### src/rtl/unified_mem_arbiter_if.sv
// unified_mem_arbiter_if: fetch, LSU and unified-memory signal bundle.
// master = arbiter view, slave = core + memory view.
interface unified_mem_arbiter_if #(
  parameter int ADDR_W = 16,
  parameter int DATA_W = 16
);
  logic              icache_rd_i;
  logic [ADDR_W-1:0] icache_pc_i;
  logic [DATA_W-1:0] icache_instr_o;
  logic              icache_valid_o;
  logic              mem_read_en_i;
  logic              mem_write_en_i;
  logic [ADDR_W-1:0] mem_addr_i;
  logic [DATA_W-1:0] mem_write_data_i;
  logic [DATA_W-1:0] mem_read_data_o;
  logic              dcache_valid_o;
  logic              umem_req_o;
  logic              umem_we_o;
  logic [ADDR_W-1:0] umem_addr_o;
  logic [DATA_W-1:0] umem_wdata_o;
  logic [DATA_W-1:0] umem_rdata_i;
  logic              umem_ack_i;

  modport master (
    input  icache_rd_i, icache_pc_i,
    input  mem_read_en_i, mem_write_en_i,
    input  mem_addr_i, mem_write_data_i,
    input  umem_rdata_i, umem_ack_i,
    output icache_instr_o, icache_valid_o,
    output mem_read_data_o, dcache_valid_o,
    output umem_req_o, umem_we_o,
    output umem_addr_o, umem_wdata_o
  );

  modport slave (
    output icache_rd_i, icache_pc_i,
    output mem_read_en_i, mem_write_en_i,
    output mem_addr_i, mem_write_data_i,
    output umem_rdata_i, umem_ack_i,
    input  icache_instr_o, icache_valid_o,
    input  mem_read_data_o, dcache_valid_o,
    input  umem_req_o, umem_we_o,
    input  umem_addr_o, umem_wdata_o
  );
endinterface

### src/rtl/unified_mem_arbiter.sv
// unified_mem_arbiter: shares one single-ported memory between fetch and LSU.
// Optional one-entry posted write buffer: define ARB_POSTED_WRITE_EN.
module unified_mem_arbiter #(
  parameter int ADDR_W       = 16,
  parameter int DATA_W       = 16,
  parameter int STARVE_LIMIT = 4
) (
  input  logic                 clk_i,
  input  logic                 rst_i,
  unified_mem_arbiter_if.master bus,
  output logic                 arb_busy_o
);
  localparam int CW = $clog2(STARVE_LIMIT + 1);

  typedef enum logic [1:0] {
    IDLE, BUSY_I, BUSY_D, RESP
  } state_t;

  state_t            state_q, state_d;
  logic              req_q, req_d;
  logic              we_q, we_d;
  logic [ADDR_W-1:0] addr_q, addr_d;
  logic [DATA_W-1:0] wdata_q, wdata_d;
  logic [DATA_W-1:0] instr_q, instr_d;
  logic [DATA_W-1:0] rdata_q, rdata_d;
  logic              ival_q, ival_d;
  logic              dval_q, dval_d;
  logic [CW-1:0]     starve_q, starve_d;
  logic              d_req;
  logic              force_i;
`ifdef ARB_POSTED_WRITE_EN
  logic              wb_vld_q, wb_vld_d;
  logic [ADDR_W-1:0] wb_addr_q, wb_addr_d;
  logic [DATA_W-1:0] wb_data_q, wb_data_d;
  logic              drain_q, drain_d;
`endif

  assign d_req   = bus.mem_read_en_i | bus.mem_write_en_i;
  assign force_i = bus.icache_rd_i &&
                   (starve_q >= CW'(STARVE_LIMIT));

  always_comb begin
    state_d  = state_q;
    req_d    = req_q;
    we_d     = we_q;
    addr_d   = addr_q;
    wdata_d  = wdata_q;
    instr_d  = instr_q;
    rdata_d  = rdata_q;
    ival_d   = 1'b0;
    dval_d   = 1'b0;
    starve_d = starve_q;
`ifdef ARB_POSTED_WRITE_EN
    wb_vld_d  = wb_vld_q;
    wb_addr_d = wb_addr_q;
    wb_data_d = wb_data_q;
    drain_d   = drain_q;
`endif
    unique case (state_q)
      IDLE: begin
        if (!bus.icache_rd_i) starve_d = '0;
`ifdef ARB_POSTED_WRITE_EN
        // Buffered store must reach memory before anything else.
        if (wb_vld_q) begin
          req_d   = 1'b1;
          we_d    = 1'b1;
          addr_d  = wb_addr_q;
          wdata_d = wb_data_q;
          drain_d = 1'b1;
          state_d = BUSY_D;
        end else if (!force_i && bus.mem_write_en_i) begin
          wb_vld_d  = 1'b1;
          wb_addr_d = bus.mem_addr_i;
          wb_data_d = bus.mem_write_data_i;
          dval_d    = 1'b1;
          state_d   = RESP;
          if (bus.icache_rd_i) starve_d = starve_q + CW'(1);
        end else
`endif
        if (force_i) begin
          req_d    = 1'b1;
          we_d     = 1'b0;
          addr_d   = bus.icache_pc_i;
          starve_d = '0;
          state_d  = BUSY_I;
        end else if (d_req) begin
          req_d   = 1'b1;
          we_d    = bus.mem_write_en_i;
          addr_d  = bus.mem_addr_i;
          wdata_d = bus.mem_write_data_i;
          state_d = BUSY_D;
          if (bus.icache_rd_i) starve_d = starve_q + CW'(1);
        end else if (bus.icache_rd_i) begin
          req_d    = 1'b1;
          we_d     = 1'b0;
          addr_d   = bus.icache_pc_i;
          starve_d = '0;
          state_d  = BUSY_I;
        end
      end
      BUSY_I: begin
        if (bus.umem_ack_i) begin
          instr_d = bus.umem_rdata_i;
          req_d   = 1'b0;
          ival_d  = 1'b1;
          state_d = RESP;
        end
      end
      BUSY_D: begin
        if (bus.umem_ack_i) begin
          if (!we_q) rdata_d = bus.umem_rdata_i;
          req_d   = 1'b0;
          we_d    = 1'b0;
          state_d = RESP;
`ifdef ARB_POSTED_WRITE_EN
          if (drain_q) begin
            wb_vld_d = 1'b0;
            drain_d  = 1'b0;
          end else begin
            dval_d = 1'b1;
          end
`else
          dval_d = 1'b1;
`endif
        end
      end
      RESP: state_d = IDLE;
    endcase
  end

  always_ff @(posedge clk_i or posedge rst_i) begin
    if (rst_i) begin
      state_q  <= IDLE;
      req_q    <= 1'b0;
      we_q     <= 1'b0;
      addr_q   <= '0;
      wdata_q  <= '0;
      instr_q  <= '0;
      rdata_q  <= '0;
      ival_q   <= 1'b0;
      dval_q   <= 1'b0;
      starve_q <= '0;
`ifdef ARB_POSTED_WRITE_EN
      wb_vld_q  <= 1'b0;
      wb_addr_q <= '0;
      wb_data_q <= '0;
      drain_q   <= 1'b0;
`endif
    end else begin
      state_q  <= state_d;
      req_q    <= req_d;
      we_q     <= we_d;
      addr_q   <= addr_d;
      wdata_q  <= wdata_d;
      instr_q  <= instr_d;
      rdata_q  <= rdata_d;
      ival_q   <= ival_d;
      dval_q   <= dval_d;
      starve_q <= starve_d;
`ifdef ARB_POSTED_WRITE_EN
      wb_vld_q  <= wb_vld_d;
      wb_addr_q <= wb_addr_d;
      wb_data_q <= wb_data_d;
      drain_q   <= drain_d;
`endif
    end
  end

  assign bus.umem_req_o      = req_q;
  assign bus.umem_we_o       = we_q;
  assign bus.umem_addr_o     = addr_q;
  assign bus.umem_wdata_o    = wdata_q;
  assign bus.icache_instr_o  = instr_q;
  assign bus.icache_valid_o  = ival_q;
  assign bus.mem_read_data_o = rdata_q;
  assign bus.dcache_valid_o  = dval_q;
`ifdef ARB_POSTED_WRITE_EN
  assign arb_busy_o = (state_q != IDLE) | wb_vld_q;
`else
  assign arb_busy_o = (state_q != IDLE);
`endif
endmodule

### src/flat_wrapper.sv
// flat-port wrapper written by rule: the top's interface ports become plain ports
module unified_mem_arbiter_flat 
#(
  parameter int ADDR_W       = 16,
  parameter int DATA_W       = 16,
  parameter int STARVE_LIMIT = 4
)
  (clk_i, rst_i, arb_busy_o, bus_icache_rd_i, bus_icache_pc_i, bus_mem_read_en_i, bus_mem_write_en_i, bus_mem_addr_i, bus_mem_write_data_i, bus_umem_rdata_i, bus_umem_ack_i, bus_icache_instr_o, bus_icache_valid_o, bus_mem_read_data_o, bus_dcache_valid_o, bus_umem_req_o, bus_umem_we_o, bus_umem_addr_o, bus_umem_wdata_o);
  unified_mem_arbiter_if #(.ADDR_W(ADDR_W), .DATA_W(DATA_W)) bus_i ();
  input  logic clk_i;
  input  logic rst_i;
  output logic arb_busy_o;
  input wire logic [$bits(bus_i.icache_rd_i)-1:0] bus_icache_rd_i;
  input wire logic [$bits(bus_i.icache_pc_i)-1:0] bus_icache_pc_i;
  input wire logic [$bits(bus_i.mem_read_en_i)-1:0] bus_mem_read_en_i;
  input wire logic [$bits(bus_i.mem_write_en_i)-1:0] bus_mem_write_en_i;
  input wire logic [$bits(bus_i.mem_addr_i)-1:0] bus_mem_addr_i;
  input wire logic [$bits(bus_i.mem_write_data_i)-1:0] bus_mem_write_data_i;
  input wire logic [$bits(bus_i.umem_rdata_i)-1:0] bus_umem_rdata_i;
  input wire logic [$bits(bus_i.umem_ack_i)-1:0] bus_umem_ack_i;
  output wire logic [$bits(bus_i.icache_instr_o)-1:0] bus_icache_instr_o;
  output wire logic [$bits(bus_i.icache_valid_o)-1:0] bus_icache_valid_o;
  output wire logic [$bits(bus_i.mem_read_data_o)-1:0] bus_mem_read_data_o;
  output wire logic [$bits(bus_i.dcache_valid_o)-1:0] bus_dcache_valid_o;
  output wire logic [$bits(bus_i.umem_req_o)-1:0] bus_umem_req_o;
  output wire logic [$bits(bus_i.umem_we_o)-1:0] bus_umem_we_o;
  output wire logic [$bits(bus_i.umem_addr_o)-1:0] bus_umem_addr_o;
  output wire logic [$bits(bus_i.umem_wdata_o)-1:0] bus_umem_wdata_o;
  assign bus_i.icache_rd_i = bus_icache_rd_i;
  assign bus_i.icache_pc_i = bus_icache_pc_i;
  assign bus_i.mem_read_en_i = bus_mem_read_en_i;
  assign bus_i.mem_write_en_i = bus_mem_write_en_i;
  assign bus_i.mem_addr_i = bus_mem_addr_i;
  assign bus_i.mem_write_data_i = bus_mem_write_data_i;
  assign bus_i.umem_rdata_i = bus_umem_rdata_i;
  assign bus_i.umem_ack_i = bus_umem_ack_i;
  assign bus_icache_instr_o = bus_i.icache_instr_o;
  assign bus_icache_valid_o = bus_i.icache_valid_o;
  assign bus_mem_read_data_o = bus_i.mem_read_data_o;
  assign bus_dcache_valid_o = bus_i.dcache_valid_o;
  assign bus_umem_req_o = bus_i.umem_req_o;
  assign bus_umem_we_o = bus_i.umem_we_o;
  assign bus_umem_addr_o = bus_i.umem_addr_o;
  assign bus_umem_wdata_o = bus_i.umem_wdata_o;
  unified_mem_arbiter #(.ADDR_W(ADDR_W), .DATA_W(DATA_W), .STARVE_LIMIT(STARVE_LIMIT)) u_core (.clk_i(clk_i), .rst_i(rst_i), .bus(bus_i), .arb_busy_o(arb_busy_o));
endmodule
### config.mk
export PLATFORM = sky130hd
export DESIGN_NAME = unified_mem_arbiter_flat
export DESIGN_NICKNAME = d
export VERILOG_FILES = /design/src/rtl/unified_mem_arbiter_if.sv /design/src/rtl/unified_mem_arbiter.sv /design/src/flat_wrapper.sv
export SDC_FILE = /design/constraint.sdc
export NUM_CORES = 1
export LEC_CHECK = 0
export ABC_CLOCK_PERIOD_IN_PS = 4700
export BUFFER_PORTS_ARGS = -buffer_cell sky130_fd_sc_hd__buf_4
export CAP_MARGIN = 20
export CORE_UTILIZATION = 30
export CTS_BUF_LIST = sky130_fd_sc_hd__clkbuf_2
export DETAILED_ROUTE_END_ITERATION = 16
export SYNTH_ARGS = -nofsm -noshare
export SYNTH_HDL_FRONTEND = slang
export SYNTH_SLANG_ARGS = --single-unit
export TNS_END_PERCENT = 20
### constraint.sdc
create_clock -name clk_i -period 4.7 [get_ports clk_i]
set_input_delay 0.94 -clock clk_i [delete_from_list [all_inputs] [get_ports clk_i]]
set_output_delay 0.94 -clock clk_i [all_outputs]
set_load 0.02 [all_outputs]
# --- After elaboration in Yosys (flattened, before gate mapping) ---
# Cells that the tools add are included.
totals:
  input_bits: 70
  reg_bits: 73
op_classes:
  n_lt_le_gt_ge: 1
  n_eq_ne: 6
  mux: 23
  reduce_logical: 14
  bitwise: 3
  add_sub_neg: 1
ops:
  columns: ["operator", "count"]
  rows:
  - ["16-bit 2-to-1 mux", 3]
  - ["3-bit AND reduction", 4]
  - ["1-bit 2-to-1 mux", 10]
  - ["3-bit 2-to-1 mux", 3]
  - ["2-bit 2-to-1 mux", 4]
  - ["2-bit case mux with 3 select lines", 1]
  - ["2-bit AND reduction", 3]
  - ["2-bit nonzero test", 3]
  - ["2-bit equality test, second input constant", 2]
  - ["4-bit by 2-bit inequality test with 1-bit output, second input constant", 1]
  - ["1-bit case mux with 2 select lines", 2]
  - ["3-bit by 1-bit adder with 3-bit output, second input constant", 1]
  - ["3-bit greater-or-equal comparator, second input constant", 1]
  - ["3-bit nonzero test", 1]
  - ["2-bit by 1-bit equality test with 1-bit output, second input constant", 1]
  - ["2-bit logical NOT", 1]
  - ["2-bit by 1-bit inequality test with 1-bit output, second input constant", 1]
  - ["2-bit inequality test, second input constant", 1]
  - ["1-bit inverter", 2]
  - ["2-bit OR reduction", 1]
  - ["1-bit logical AND", 1]
  - ["1-bit OR", 1]

# --- Logic depth before layout (Yosys ltp) ---
# Gate-level depths: netlist of run 1.
depth:
  word_depth: 4
  mapped_depth: 6
  ltp_nobuf: 5

# --- Worst setup path before layout of run 1 ---
# OpenSTA, ideal clock, no wires.
synth_path:
  path_kind: "input port to flip-flop"
  start: "input bus_icache_rd_i"
  end: "register u_core.wdata_q[0] (netlist: u_core.bus.umem_wdata_o[0])"
  arrival_time_ns: 1.840
  path_buffers: 2
  setup_time_ns: 0.125
  cell_stages: 5
  setup_slack_ns: 2.735
  cell_sequence: "buf_2 nand2_1 nand2_4 buf_6 mux2_4"
synth_via:
  elab_chain_len: 3
synth_lines:
  columns: ["item", "line", "rtl"]
  rows:
  - ["start, declared", "flat_wrapper.sv:13", "input wire logic [$bits(bus_i.icache_rd_i)-1:0] bus_icache_rd_i;"]
  - ["1-bit logical AND", "unified_mem_arbiter.sv:39", "assign force_i = bus.icache_rd_i &&"]
  - ["1-bit inverter (no line)", null, null]
  - ["3-bit AND reduction (no line)", null, null]
  - ["end signal, assigned", "unified_mem_arbiter.sv:154", "wdata_q <= wdata_d;"]
  - ["end, declared", "unified_mem_arbiter.sv:23", "logic [DATA_W-1:0] wdata_q, wdata_d;"]
# Every way passes these cells.
# A chain may end at the register's enable or synchronous reset.

# --- Final worst setup path of run 1 ---
layout_path:
  start: "register u_core.state_q[0]"
  end: "output arb_busy_o"
layout_via:
  elab_chain_len: 1
layout_lines:
  columns: ["item", "line", "rtl"]
  rows:
  - ["start, declared", "unified_mem_arbiter.sv:19", "state_t state_q, state_d;"]
  - ["start signal, assigned", "unified_mem_arbiter.sv:150", "state_q <= state_d;"]
  - ["2-bit nonzero test", "unified_mem_arbiter.sv:180", "assign arb_busy_o = (state_q != IDLE);"]
  - ["end, declared", "flat_wrapper.sv:12", "output logic arb_busy_o;"]
# Every way passes these cells.

==> results of run 1 <==
## cells in the mapped netlist (all sizes together)
master,instances
mux2,49
nand3b,1
a32o,2
a2bb2oi,1
mux2i,17
nor3b,1
o2bb2ai,3
inv,6
ha,5
nand3,1
o31ai,1
o21ai,16
o21a,1
a21oi,2
nor4b,1
and2,1
nor2,2
buf,7
nand2,19
a22o,2
a211o,1
clkbuf,1
dfrtp,73
nor2b,1
## per-layer routing
layer	vias up	track usage, %
li1	1046	-
met1	1017	15.2
met2	89	20.4
met3	8	6.10
met4	0	4.23
met5	-	0
## logic make-up after synthesis
logic type | Yosys count | synth area share, %
DFF | 73 | 59.6
muxes | 66 | 24.8
buffers and inverters | 14 | 2.33
adders and majority gates | 5 | 2.04
and+or+nand+nor | 27 | 4.37
AOI/OAI and AO/OA | 29 | 6.90
## report_power, final
part / internal [uW] / total [uW] / switching (uW) / leakage, uW
sequential: 934 / 1100 / 168 / 0.000881
clock: 234 / 458 / 224 / 0.0000927
combinational: 765 / 1550 / 786 / 0.00120
total: 1930 / 3110 / 1180 / 0.00218
## flip-flops by register name, summed over array words and instances, names as in the netlist
name	cells
u_core.bus.umem_we_o	1
u_core.state_q	2
u_core.bus.icache_instr_o	16
u_core.bus.umem_wdata_o	16
u_core.bus.dcache_valid_o	1
u_core.bus.mem_read_data_o	16
u_core.bus.icache_valid_o	1
u_core.starve_q	3
u_core.bus.umem_req_o	1
u_core.bus.umem_addr_o	16
## cell type report
class	count	area [um^2]
clock inverters	6	115
clock buffers	10	50.0
well taps	133	166
inverters	6	22.5
repair buffers	140	1060
fillers	939	5400
multi-input cells	127	1180
flip-flops and latches	73	1830
## path summary, 6_finish.rpt
kind / from / end
hold / removal: u_core.bus.umem_addr_o[3]$_DFFE_PP0P_ / u_core.bus.umem_addr_o[3]$_DFFE_PP0P_
hold reg to reg: u_core.bus.umem_addr_o[3]$_DFFE_PP0P_ / u_core.bus.umem_addr_o[3]$_DFFE_PP0P_
min in group asynchronous: rst_i / u_core.bus.umem_wdata_o[3]$_DFFE_PP0P_
max in group asynchronous: rst_i / u_core.bus.icache_instr_o[10]$_DFFE_PP0P_
setup reg to reg: u_core.state_q[0]$_DFFE_PP0P_ / u_core.bus.mem_read_data_o[10]$_DFFE_PP0P_
setup / recovery: u_core.state_q[0]$_DFFE_PP0P_ / arb_busy_o
## critical path, delay by kind of cell (launching register included)
kind	cells	cell delay (ns)
flops	1	0.43
buf+inv	3	0.49
fa+ha+maj	1	0.34
## metrics by stage
stage	setup WS [ns]	hold slack [ns]
2_1_floorplan	1.91	0.459
5_1_grt	1.80	0.491
3_3_place_gp	2.30	0.466
4_1_cts	1.97	0.502
3_5_place_dp	2.25	0.480
6_report	2.03	0.512
==> impl_metrics.ini, run 1 <==
[cts]
ctsHoldBuffers = 0
clk_pin_slew_ns = 0.21
cts_sinks = 73
cts_setup_buffers = 0
clk_latency_ns = 0.47
clk_path_buf_depth = 2
htree_levels = 3
cts_tree = done
cts_resized = 0
cts_made_buffers = 9
cts-root-buf = clkbuf_2

[drt]
first_pass_iters = 3
wl_met2_mm = 2.94
drt-met1-wl_mm = 2.88
vias = 2160
wirelength_mm = 6.46
dr.max_layer_used = met4
wl_per_cell_um = 13.0
dr_wl_met3_um = 547
vias_per_cell = 4.36
final_antenna_net_count = 0
drt_iter0_drc = 47
drc = 0

[worst_setup_path]
startpoint_type = register
r2r_slack_ns = 2.70
crit_slowest_cell = dfrtp_1
slowest_delay_ns = 0.43
arrival_ns = 1.73
end_kind = primary output
crit_top_cell = inv_1
r2r_cells = 4
worst-path-max-fanout = 7
cp.required_ns = 3.76
path_class = reg -> out
cp_cell_sequence = inv_1, ha_1, inv_1, buf_4

[global_routing]
grt_max_degree = 41
grt_pass1_vias = 2190
grt_antenna_before_repair = 0
grt_overflow = 0
gr-usage-all-layers_pct = 12.8
grt_pass1_wl_mm = 10.3

[die]
die_h_um = 103
io-pin-count = 139
coreArea_um2 = 9820
rows = 36
die_w_um = 103
dieArea_um2 = 10600
start_util_pct = 31.2

[timing]
slew_headroom_pct = 39.6
grt_setup_unrepaired = false
final.min_clock_period_ns = 2.67
setup_viol = 0
finalSetupTns_ns = 0
fmaxAchievable_ghz = 0.375
worstMarginPinSlew_ns = 0.903
final.period_utilization_pct = 56.8
fin_skew_ns = 0.0227
hold_viol = 0
slew_violations = 0

[final_layout]
final_cell_count_no_fill = 495
areaGrowthSynthToFinish_pct = 44.0
final_nets = 432
final_core_util_pct = 45.0
final_cell_area_um2 = 4420
layout_common_cells = 139 x buf_4, 73 x dfrtp_1, 32 x mux2_2
antenna_cells = 0
drive_above_1_share_pct = 56.4
mostFrequentLayoutCell = buf_4

[job]
cap_violations = 0

[yosys]
synthCells = 214
syn_nets = 289
ys_ff_latch = 73
syn_avg_cell_area_um2 = 14.3
yosysTopAreaCellShare_pct = 59.6
syn_area_um2 = 3070
synthTopCellsByArea = dfrtp_1 60%, mux2_2 12%, mux2i_1 5.6%
synth_cell_type_count = 31
yosys_warnings = 0
ys_seq_area_share_pct = 59.6
yosysTopAreaCell = dfrtp_1

[worst_hold_path]
hp-class = reg -> reg
min_delay_path_depth = 2

[place]
port_buffers = 138
post-dp-hpwl_mm = 4.78
place_congestion = 0.695
dpl.cell_count = 478
postPlaceCellArea_um2 = 4240

[pwr]
leakage_uw = 0.00218
fin_total_pwr_uw = 3110
ir_drop_mv = 0.230
powerDensity_nw_per_um2 = 704

[outcome]
status = completed
No activity file was read; power rests on OpenSTA's default activity.
==> run 2, diff against run 1 <==
ABC_CLOCK_PERIOD_IN_PS = 2390   (was 4700)
clock period = 2.39 ns   (was 4.7 ns; I/O delays follow)
==> impl_metrics.ini, run 2 (synthesis results as in run 1) <==
[pwr]
ir_drop_mv = 0.427
powerDensity_nw_per_um2 = 1360
leakage_uw = 0.00219
fin_total_pwr_uw = 6040

[global_routing]
grt_max_degree = 74
gr-usage-all-layers_pct = 12.7
grt_pass1_wl_mm = 10.2
grt_antenna_before_repair = 0
grt_overflow = 0
grt_pass1_vias = 2139

[cts]
cts_setup_buffers = 0
clk_pin_slew_ns = 0.22
cts_sinks = 73
clk_latency_ns = 0.49
cts_tree = done
clk_path_buf_depth = 2
htree_levels = 3
cts_made_buffers = 9
cts-root-buf = clkbuf_2

[die]
coreArea_um2 = 9820
die_h_um = 103
io-pin-count = 139
die_w_um = 103
rows = 36
dieArea_um2 = 10600
start_util_pct = 31.2

[job]
cap_violations = 0

[final_layout]
areaGrowthSynthToFinish_pct = 44.6
final_cell_count_no_fill = 498
layout_common_cells = 141 x buf_4, 73 x dfrtp_1, 32 x mux2_2
mostFrequentLayoutCell = buf_4
drive_above_1_share_pct = 56.7
antenna_cells = 0
final_nets = 435
final_core_util_pct = 45.1

[drt]
drt_iter0_drc = 64
vias_per_cell = 4.34
first_pass_iters = 3
vias = 2159
drc = 0
wirelength_mm = 6.44
final_antenna_net_count = 0
wl_per_cell_um = 12.9

[timing]
slew_violations = 0
grt_setup_unrepaired = false
final.min_clock_period_ns = 2.11
slew_headroom_pct = 59.8
fin_skew_ns = 0.0255
final.period_utilization_pct = 88.4
worstMarginPinSlew_ns = 0.603
finalSetupTns_ns = 0
setup_viol = 0
fmaxAchievable_ghz = 0.473
hold_viol = 0

[worst_setup_path]
path_class = reg -> out
worst-path-max-fanout = 7
crit_top_cell = inv_1
cp_cell_sequence = inv_1, ha_2, inv_1, buf_4
r2r_slack_ns = 0.67
end_kind = primary output
slowest_delay_ns = 0.42
arrival_ns = 1.64
cp.required_ns = 1.91
r2r_cells = 5
startpoint_type = register
crit_slowest_cell = dfrtp_1

[place]
dpl.cell_count = 481
place_congestion = 0.751
port_buffers = 138
post-dp-hpwl_mm = 4.74

[worst_hold_path]
min_delay_path_depth = 2
hp-class = in -> reg

[outcome]
status = completed
## run 2: repair_timing
action                                  CTS  global route
endpoints found under the setup margin    0             1
hold buffers                              0             1
resized for setup                         0             1
hold endpoints to repair                  0            24
## run 2: report_power, final
part | leakage, uW | internal (uW) | switching [uW] | total, uW
combinational | 0.00122 | 1510 | 1540 | 3050
sequential | 0.000881 | 1840 | 335 | 2170
clock | 0.0000867 | 358 | 456 | 814
## run 2: layer usage
metal	vias up	global-route usage, %	share of wire (%)
met5	-	0	0
met2	89	19.7	47
met4	0	4.55	0.99
li1	1051	-	-
met1	1012	16.0	44
met3	7	5.15	8.1
## run 2: cell type report
| type | instances | area [um^2] |
|---|---|---|
| timing repair buffer | 143 | 1090 |
| sequential | 73 | 1830 |
| multi-input combinational | 127 | 1180 |
| inverter | 6 | 22.5 |
| clock buffer | 9 | 45.0 |
| tap | 133 | 166 |
| fill | 926 | 5390 |
| clock inverter | 7 | 104 |
## run 2: path summary, 6_finish.rpt
path,start,end
worst max-delay path,u_core.state_q[0]$_DFFE_PP0P_,arb_busy_o
worst min-delay path,bus_mem_write_data_i[12],u_core.bus.umem_wdata_o[12]$_DFFE_PP0P_
worst max register to register,u_core.state_q[0]$_DFFE_PP0P_,u_core.bus.umem_wdata_o[9]$_DFFE_PP0P_
worst min register to register,u_core.bus.umem_addr_o[3]$_DFFE_PP0P_,u_core.bus.umem_addr_o[3]$_DFFE_PP0P_
max in group asynchronous,rst_i,u_core.state_q[0]$_DFFE_PP0P_
min in group asynchronous,rst_i,u_core.bus.umem_req_o$_DFFE_PP0P_
## run 2: stage by stage
step	hold slack, ns	worst slack, ns	area (um^2)
after global routing	0.0833	0.113	4430
after CTS	0.000396	0.105	4420
after detailed placement	0.480	0.570	4270
final	0.178	0.277	4430
after global placement	0.465	0.664	4270
after floorplan	0.459	0.0587	3070
## run 2: worst max-delay path: cells and delay by family, from the launching register on
kind                     cells  cell delay, ns
adder cells (fa/ha/maj)      1            0.29
buffers and inverters        3            0.44
flip-flops                   1            0.42
==> run 3, diff against run 2 <==
--- a/config.mk
+++ b/config.mk
@@ -8,3 +8,2 @@
 export ABC_CLOCK_PERIOD_IN_PS = 2390
-export BUFFER_PORTS_ARGS = -buffer_cell sky130_fd_sc_hd__buf_4
 export CAP_MARGIN = 20
@@ -13,2 +12,3 @@
 export DETAILED_ROUTE_END_ITERATION = 16
+export DONT_BUFFER_PORTS = 1
 export SYNTH_ARGS = -nofsm -noshare
==> constraint.sdc (replaced) <==
create_clock -name clk_i -period 2.39 [get_ports clk_i]
set_input_delay 0.717 -clock clk_i [delete_from_list [all_inputs] [get_ports clk_i]]
set_output_delay 0.717 -clock clk_i [all_outputs]
set_load 0.02 [all_outputs]
==> impl_metrics.ini, run 3 (synthesis results as in run 1) <==
[global_routing]
grt_antenna_before_repair = 1
grt_max_degree = 41
grt_pass1_vias = 1724
grt_overflow = 0
grt_pass1_wl_mm = 8.54
gr-usage-all-layers_pct = 11.2

[worst_setup_path]
cp.required_ns = 1.67
r2r_slack_ns = 0.72
r2r_start = u_core.state_q[1]$_DFFE_PP0P_
worst-path-max-fanout = 7
r2r_cells = 5
arrival_ns = 1.49
worstReg2RegEnd = u_core.bus.umem_wdata_o[13]$_DFFE_PP0P_
startpoint_type = register
end_kind = primary output
path_class = reg -> out

[timing]
grt_setup_unrepaired = false
fmaxAchievable_ghz = 0.454
final.min_clock_period_ns = 2.20
finalSetupTns_ns = 0
setup_viol = 0
slew_headroom_pct = 59.0
fin_skew_ns = 0.0181
slew_violations = 0
final.period_utilization_pct = 92.2
timing.hold.ws_ns = 0.0931
hold_viol = 0
worstMarginPinSlew_ns = 0.614

[place]
port_buffers = 0
postPlaceCellArea_um2 = 3250
place_congestion = 0.681
post-dp-hpwl_mm = 4.23
dpl.cell_count = 344

[job]
cap_violations = 0

[drt]
vias = 1706
dr.max_layer_used = met5
drt_iter0_drc = 35
vias_per_cell = 4.74
drt-met1-wl_mm = 2.36
wirelength_mm = 5.84
final_antenna_net_count = 0
drc = 0
dr_wl_met3_um = 625
wl_per_cell_um = 16.2
wl_met2_mm = 2.72
first_pass_iters = 3

[pwr]
ir_drop_mv = 0.407
seq_power_share_pct = 58.1
p_sw_uw = 2170
leakage_uw = 0.00150
powerDensity_nw_per_um2 = 1500
p_int_uw = 2950
clockPowerShare_pct = 15.8
combPwrFrac_pct = 26.2
p_sw_share_pct = 42.4

[cts]
clk_latency_ns = 0.51
cts_made_buffers = 9
cts_resized = 1
cts_setup_buffers = 0
clk_path_buf_depth = 2
ctsHoldBuffers = 0
cts_tree = done
cts-root-buf = clkbuf_2
htree_levels = 3
cts_sinks = 73
clk_pin_slew_ns = 0.21

[die]
dieArea_um2 = 10600
rows = 36
io-pin-count = 139
die_w_um = 103
die_h_um = 103
coreArea_um2 = 9820
start_util_pct = 31.2

[final_layout]
final_cell_count_no_fill = 360
mostFrequentLayoutCell = dfrtp_1
areaGrowthSynthToFinish_pct = 11.0
antenna_cells = 0
final_cell_area_um2 = 3400
final_core_util_pct = 34.7
fillerInstances = 993
drive_above_1_share_pct = 31.7
multiInputGateArea_um2 = 1190
seq_area_um2 = 1830
final_nets = 297
layout_common_cells = 73 x dfrtp_1, 32 x mux2_2, 18 x nand2_1

[outcome]
status = completed

[worst_hold_path]
hp-class = in -> async
==> run 3: power by group through the flow <==
| stage | Combinational, uW | Sequential, uW | Clock, uW |
|---|---|---|---|
| global placement | 1280 | 3000 | 0 |
| finish | 1340 | 2970 | 808 |
| CTS | 1330 | 2980 | 857 |
| global route | 1500 | 3070 | 907 |
| detailed placement | 1330 | 3010 | 0 |
| floorplan | 1140 | 2870 | 0 |
==> run 3: worst max path at each step <==
stage	startpoint	to	slack, ns	depth (start not counted)
2_1_floorplan	bus_icache_rd_i	u_core.bus.umem_wdata_o[0]$_DFFE_PP0P_	0.65	5
3_3_place_gp	u_core.state_q[0]$_DFFE_PP0P_	u_core.bus.umem_wdata_o[11]$_DFFE_PP0P_	0.65	5
3_5_place_dp	u_core.state_q[0]$_DFFE_PP0P_	u_core.bus.umem_wdata_o[9]$_DFFE_PP0P_	0.58	5
4_1_cts	u_core.state_q[0]$_DFFE_PP0P_	arb_busy_o	0.06	3
5_1_grt	u_core.state_q[1]$_DFFE_PP0P_	arb_busy_o	0.01	3
6_report	u_core.state_q[1]$_DFFE_PP0P_	arb_busy_o	0.19	3
==> run 3: cell type report <==
type                    count  share of cell area (%)
clock buffers              10                    1.47
multi-input cells         127                    34.9
repair buffers              5                    1.47
flip-flops and latches     73                    53.7
inverters                   6                   0.882
well taps                 133                    4.89
clock inverters             6                    2.68
==> run 3: critical path, cell delays in order, from the launching register on <==
cell and delay, ns:
dfrtp_1 0.45, inv_1 0.13, ha_4 0.21, clkinvlp_4 0.20
==> run 3: layer usage <==
layer,vias up,track usage [%]
met5,-,0
met4,2,6.50
met3,14,5.08
met2,91,17.5
met1,827,12.7
li1,772,-
==> run 3: stage by stage <==
stage	worst slack [ns]	power [uW]
after floorplan	0.648	4010
after global placement	0.646	4280
after detailed placement	0.578	4340
after CTS	0.0615	5180
after global routing	0.0123	5480
final	0.186	5120
